$ cat src/rtl/cpu_sram_arbiter.sv
// Bridges the core's instruction and data SRAM ports onto one req/addr_ok/data_ok memory port.
// Data accesses win over fetches; results are buffered and released to the core in one cycle.
module cpu_sram_arbiter (
  input  logic        clk,
  input  logic        rst,
  input  logic        inst_sram_en,
  input  logic [3:0]  inst_sram_wen,
  input  logic [31:0] inst_sram_addr,
  input  logic [31:0] inst_sram_wdata,
  output logic [31:0] inst_sram_rdata,
  input  logic        data_sram_en,
  input  logic [3:0]  data_sram_wen,
  input  logic [31:0] data_sram_addr,
  input  logic [31:0] data_sram_wdata,
  output logic [31:0] data_sram_rdata,
  output logic        stallreq_for_mem,
  output logic        mem_req,
  output logic        mem_wr,
  output logic [3:0]  mem_wstrb,
  output logic [31:0] mem_addr,
  output logic [31:0] mem_wdata,
  input  logic        mem_addr_ok,
  input  logic        mem_data_ok,
  input  logic [31:0] mem_rdata
);

  localparam int unsigned AW = 32;
  localparam int unsigned DW = 32;
  localparam int unsigned SW = 4;

  typedef enum logic [2:0] {
    IDLE    = 3'd0,
    D_REQ   = 3'd1,
    D_WAIT  = 3'd2,
    I_REQ   = 3'd3,
    I_WAIT  = 3'd4,
    RELEASE = 3'd5
  } state_t;

  typedef struct packed {
    logic [SW-1:0] wstrb;
    logic [AW-1:0] addr;
    logic [DW-1:0] wdata;
  } mem_cmd_t;

  state_t        state;
  state_t        next_state;
  logic          req_nxt;
  mem_cmd_t      cmd_nxt;
  mem_cmd_t      cmd_q;
  logic [DW-1:0] inst_buf;
  logic [DW-1:0] data_buf;

  // State register
  always_ff @(posedge clk) begin
    if (!rst) begin
      state <= IDLE;
    end else begin
      state <= next_state;
    end
  end

  // Next state, plus the request fields to present while in the next state
  always_comb begin
    next_state = state;
    req_nxt    = 1'b0;
    cmd_nxt    = '0;
    case (state)
      IDLE: begin
        if (data_sram_en) begin
          next_state = D_REQ;
        end else if (inst_sram_en) begin
          next_state = I_REQ;
        end
      end
      D_REQ:   if (mem_addr_ok) next_state = D_WAIT;
      D_WAIT:  if (mem_data_ok) next_state = inst_sram_en ? I_REQ : RELEASE;
      I_REQ:   if (mem_addr_ok) next_state = I_WAIT;
      I_WAIT:  if (mem_data_ok) next_state = RELEASE;
      RELEASE: next_state = IDLE;
      default: next_state = IDLE;
    endcase

    // Ports are held stable while stalled, so re-sampling them keeps the request constant
    case (next_state)
      D_REQ: begin
        req_nxt = 1'b1;
        cmd_nxt = '{wstrb: data_sram_wen, addr: data_sram_addr, wdata: data_sram_wdata};
      end
      I_REQ: begin
        req_nxt = 1'b1;
        cmd_nxt = '{wstrb: inst_sram_wen, addr: inst_sram_addr, wdata: inst_sram_wdata};
      end
      default: begin
        req_nxt = 1'b0;
        cmd_nxt = '0;
      end
    endcase
  end

  // Registered memory-side request and response buffers
  always_ff @(posedge clk) begin
    if (!rst) begin
      mem_req  <= 1'b0;
      mem_wr   <= 1'b0;
      cmd_q    <= '0;
      inst_buf <= '0;
      data_buf <= '0;
    end else begin
      mem_req <= req_nxt;
      mem_wr  <= |cmd_nxt.wstrb;
      cmd_q   <= cmd_nxt;
      if (state == D_WAIT && mem_data_ok) begin
        data_buf <= (|data_sram_wen) ? DW'(0) : mem_rdata;
      end
      if (state == I_WAIT && mem_data_ok) begin
        inst_buf <= (|inst_sram_wen) ? DW'(0) : mem_rdata;
      end
    end
  end

  assign mem_wstrb       = cmd_q.wstrb;
  assign mem_addr        = cmd_q.addr;
  assign mem_wdata       = cmd_q.wdata;
  assign inst_sram_rdata = inst_buf;
  assign data_sram_rdata = data_buf;

  // Stall is combinational so the pipeline freezes in the very cycle a request appears
  assign stallreq_for_mem = (inst_sram_en | data_sram_en) & (state != RELEASE);

endmodule

$ cat config.mk
export PLATFORM = sky130hd
export DESIGN_NAME = cpu_sram_arbiter
export DESIGN_NICKNAME = d
export VERILOG_FILES = /design/src/rtl/cpu_sram_arbiter.sv
export SDC_FILE = /design/constraint.sdc
export NUM_CORES = 1
export LEC_CHECK = 0
export CAP_MARGIN = 25
export CORE_MARGIN = 8
export CORE_UTILIZATION = 25
export DETAILED_ROUTE_END_ITERATION = 8
export DONT_BUFFER_PORTS = 1
export PLACE_DENSITY_LB_ADDON = 0.15
export SLEW_MARGIN = 20
export SYNTH_ARGS = -nofsm -noshare
export SYNTH_HDL_FRONTEND = slang
export SYNTH_SLANG_ARGS = --single-unit
export TNS_END_PERCENT = 20
$ cat constraint.sdc
create_clock -name clk -period 3.55 [get_ports clk]
set_input_delay 0.5325 -clock clk [delete_from_list [all_inputs] [get_ports clk]]
set_output_delay 0.5325 -clock clk [all_outputs]
set_load 0.01 [all_outputs]
* Word level (Yosys, flattened, before mapping)
Cells that the tools add are included.
** Word-level totals
- Output and inout port bits :: 135
- Register bits after elaboration :: 137
- Input port bits :: 174
** Operators by class
- Reductions and logical operators :: 7
- Bitwise operators :: 2
- Equality and inequality tests :: 7
- Muxes and demuxes :: 12
** Operator list (number)
- 68-bit case mux with 2 select lines :: 1
- 32-bit 2-to-1 mux :: 2
- 3-bit 2-to-1 mux :: 7
- 3-bit case mux with 5 select lines :: 1
- 4-bit OR reduction :: 3
- 3-bit by 2-bit equality test with 1-bit output, second input constant :: 3
- 3-bit by 1-bit equality test with 1-bit output, second input constant :: 2
- 3-bit equality test, second input constant :: 1
- 3-bit zero test :: 1
- 3-bit inequality test, second input constant :: 1
- 1-bit logical AND :: 2
- 2-bit OR reduction :: 1
- 1-bit AND :: 1
- 1-bit 2-to-1 mux :: 1
- 1-bit OR :: 1

* Longest topological paths before layout
- Depth after elaboration :: 6
- Depth in mapped cells :: 7
- Depth with buffers taken out :: 4

* Least setup slack after synthesis
Ideal clock, no wire load.
- Kind :: input -> register
- From :: input port inst_sram_wen[2]
- To :: register inst_buf[10], in the netlist inst_sram_rdata[10]
- Arrival time :: 1.581 ns
- Required time :: 3.485 ns
- Cell stages on the path :: 5
- Path buffers :: 1
- Setup slack :: 1.904 ns
- Path through :: or4_1 nor2_2 buf_4 a22oi_1 nor2b_1
** On the way
- Word-level cells in the longest chain between the ends :: 2
** RTL lines
- start, declared :: line 7 : input logic [3:0] inst_sram_wen,
- 4-bit OR reduction :: line 117 : inst_buf <= (|inst_sram_wen) ? DW'(0) : mem_rdata;
- 32-bit 2-to-1 mux :: line 117
- end signal, assigned :: line 117
- end, declared :: line 51 : logic [DW-1:0] inst_buf;
No other way between the ends.
A chain may end at the register's enable or synchronous reset.

* Worst setup path in the final report
- From :: register state[0]
- To :: register mem_wr
** On the way
- Word-level cells in the longest chain between the ends :: 6
- Elaborated cells between the ends (all ways) :: 16
- Those cells by class :: eq/ne (6); mux (8); reduce/logical (2)
** RTL lines
- start, declared :: line 46 : state_t state;
- start signal, assigned :: line 59 : state <= next_state;
- 3-bit 2-to-1 mux :: line 72 : end else if (inst_sram_en) begin
- 3-bit 2-to-1 mux :: line 70 : if (data_sram_en) begin
- 3-bit case mux with 5 select lines * :: line 68 : case (state)
- 3-bit by 2-bit equality test with 1-bit output or 3-bit by 1-bit equality test with 1-bit output (tied branches) :: line 85 : case (next_state)
- 68-bit case mux with 2 select lines * :: line 85
- 4-bit OR reduction * :: line 111 : mem_wr <= |cmd_nxt.wstrb;
- end signal, assigned :: line 111
- end, declared :: line 18 : output logic mem_wr,
Every way passes the cells marked *; elsewhere a longest branch is shown, timed or not.

==> reports/summary.txt <==
outcome: finished clean
Nets: 711
Yosys top cell by area: dfxtp_1
setup bufs post-CTS: 0
register area share after synthesis: 46.8%
DP HPWL: 14.1 mm
Initial Utilization: 25.2%
cell with the most instances after synthesis: dfxtp_1
Clk pin slew, worst setup/hold paths: 0.07 ns
R2R Path Start: state[0]
mux contribution to synthesized area: 0%
antenna violation net count after detailed routing: 0
drc violations: 0
Post-synth ARST share: 0%
via count of the first global-routing pass: 4,648
chip height: 169 um
final setup skew: 0.00962 ns
Synth warnings: 0
Critical Path Fanout Max: 22
GRT Util Overall: 13.4%
ranking of synthesized cells by area: dfxtp_1 47%, a211oi_2 15%, a22oi_1 8.2%
worst vdd rail ir drop: 0.000231 V
I/O pin total: 309
average wire per standard cell: 23.0 um
Hold Path Class: input port to flip-flop
combinational family with the most area after synthesis: compound AO/OA/AOI/OAI gates
Avg Cell Area, Syn: 10.2 sq um
global-route wire length before repair: 29.5 mm
Post-Route WL: 20.0 mm
post-CTS sizing: 0
Synth Area in Adders: 0%
pre-CTS setup slack: 1.12 ns
# fillers: 2,423
Rows: 56
Slew @ Worst Pin: 1.02 ns
chip width: 169 um
CTS tree: done
Synth top cells by count: 137 x dfxtp_1, 68 x a211oi_2, 68 x nand3_1
Clock Sinks: 137
complex-gate fraction of the synthesized area: 30.4%
pwr dens: 637 mW/mm^2
later-pin clock latency in the skew report: 0.41 ns
final worst setup slack: 1.18 ns
Syn Std Cell Area: 0.00586 sq mm
die area: 0.0286 sq mm
CTS Buf Count: 17
Crit path largest cell delay: 0.80 ns
Period Utilization, post-route: 66.6%
CP Capture Point: mem_wr
Post-Synth XOR/XNOR Area: 0.150%
drt pass-1 iters: 4
Period minus WS final: 2.37 ns
critical-path cell list: nand3b_1 > a21oi_1 > o21ai_4 > buf_4 > nor4_2
post-synthesis simple-gate area fraction: 15.8%
Slew HR: 31.8%
FF-to-FF setup slack: 1.18 ns
Setup crit end kind: flip-flop
CTS H-Tree Depth: 4
fin. max-slew vios: 0
Final GP Congestion: 0.783
DR iter-0 viols: 339
Hold Fails Final Rpt: 0
Syn-to-layout area delta: 13.5%
Levels on crit path: 5
delay-heaviest family, CP: compound AO/OA/AOI/OAI gates
Unique masters post-synth: 34
slowest stage cell, crit path: o21ai_4
critical path class: flip-flop to flip-flop
Leak: 2.10 nW
RSZ-0062 raised after global routing: false
Clock Path Buffers: 2
final setup violation count: 0
clock root buffer: clkbuf_16
CORE AREA: 0.0233 sq mm
max-capacitance violation count: 0
top_reg_cell synth: dfxtp_1
Syn Inst Count: 572
initial antenna violation count: 1
reg-to-reg endpoint: mem_wr
CTS Hold Bufs: 0
Required @ worst endpoint: 3.83 ns
ratio of cells with drive above 1 in the final layout: 23.5%
setup tns final: 0 ns
achievable clock frequency: 0.423 GHz
Syn Nets: 746
Reg2Reg Depth: 5
number of synthesized flops with an enable pin: 0
crit path buf inv count: 1
largest net degree at the start of global routing: 72
grt ovf: 0
input/output buffers: 0
FF+latch count, synth: 137
Synth top area share: 46.8%
vias: 4,499
Via density: 5.17
crit path from: state[0]
Arrival @ worst endpoint: 2.64 ns
CP startpoint kind: flip-flop
[layer usage]
layer	global-route usage, %	wire length [um]	up-vias
li1	-	-	2044
met2	22.6	9710	247
met3	6.52	2350	29
met5	0	0	-
met4	5.85	529	0
met1	14.1	7410	2179
[flip-flops by register name, indices dropped and copies added, names as in the netlist]
name             cells
inst_sram_rdata     32
mem_wstrb            4
mem_wdata           32
mem_addr            32
state                3
mem_req              1
data_sram_rdata     32
mem_wr               1
[worst min-delay path by stage]
stage / from / endpoint / depth (start not counted)
4_1_cts: rst / state[1] / 2
3_3_place_gp: data_sram_rdata[25] / data_sram_rdata[25] / 2
5_1_grt: rst / data_sram_rdata[26] / 1
6_report: rst / data_sram_rdata[17] / 1
2_1_floorplan: data_sram_rdata[0] / data_sram_rdata[0] / 2
3_5_place_dp: data_sram_rdata[11] / data_sram_rdata[11] / 2
[stage by stage]
step / utilization (%) / hold WS (ns) / instances / instance area, sq um / power, mW
4_1_cts: 28.5 / 0.206 / 868 / 6620 / 4.31
3_3_place_gp: 25.8 / 0.606 / 836 / 6010 / 2.42
6_report: 28.6 / 0.246 / 870 / 6650 / 4.23
2_1_floorplan: - / 0.572 / 572 / 5860 / 2.31
3_5_place_dp: 25.8 / 0.602 / 836 / 6010 / 2.43
5_1_grt: 28.6 / 0.219 / 870 / 6650 / 4.45
[layout make-up]
class                           count  area (sq um)  share of cell area (%)
Clock inverter                     13           155                    2.33
Antenna cell                        1          2.50                  0.0376
Tap cell                          319           399                    6.00
Timing Repair Buffer               13           155                    2.33
Sequential cell                   137          2740                    41.2
Clock buffer                       19           453                    6.81
Inverter                            2          7.51                   0.113
Multi-Input combinational cell    366          2730                    41.1
[cells by family after synthesis]
kind of cell	Yosys count
xor+xnor	1
buf+inv	69
simple gates	155
flops	137
compound gates	210
[power breakdown]
group / internal, mW / switching (mW) / total (mW) / leakage (nW)
combinational: 0.214 / 0.386 / 0.600 / 0.692
clock: 1.09 / 0.751 / 1.84 / 0.296
sequential: 1.66 / 0.133 / 1.79 / 1.11
[placed cells by master (no fill, tap or decap), types with 2 or more instances in the layout]
master,Yosys,layout
clkbuf_16,0,17
inv_2,2,2
dfxtp_1,137,137
buf_12,0,3
o21ai_4,2,2
bufinv_16,0,2
buf_4,11,9
clkbuf_8,0,2
a211oi_2,68,68
a21oi_1,4,4
clkinv_4,0,4
inv_6,0,6
nor2_2,2,2
nand3b_1,2,2
nor2_1,3,3
o21ai_1,9,9
nor2b_1,65,65
nand3_1,68,68
nor3_2,2,2
a22oi_1,64,64
o21ai_0,60,60
(Power assumes the default switching activity.)
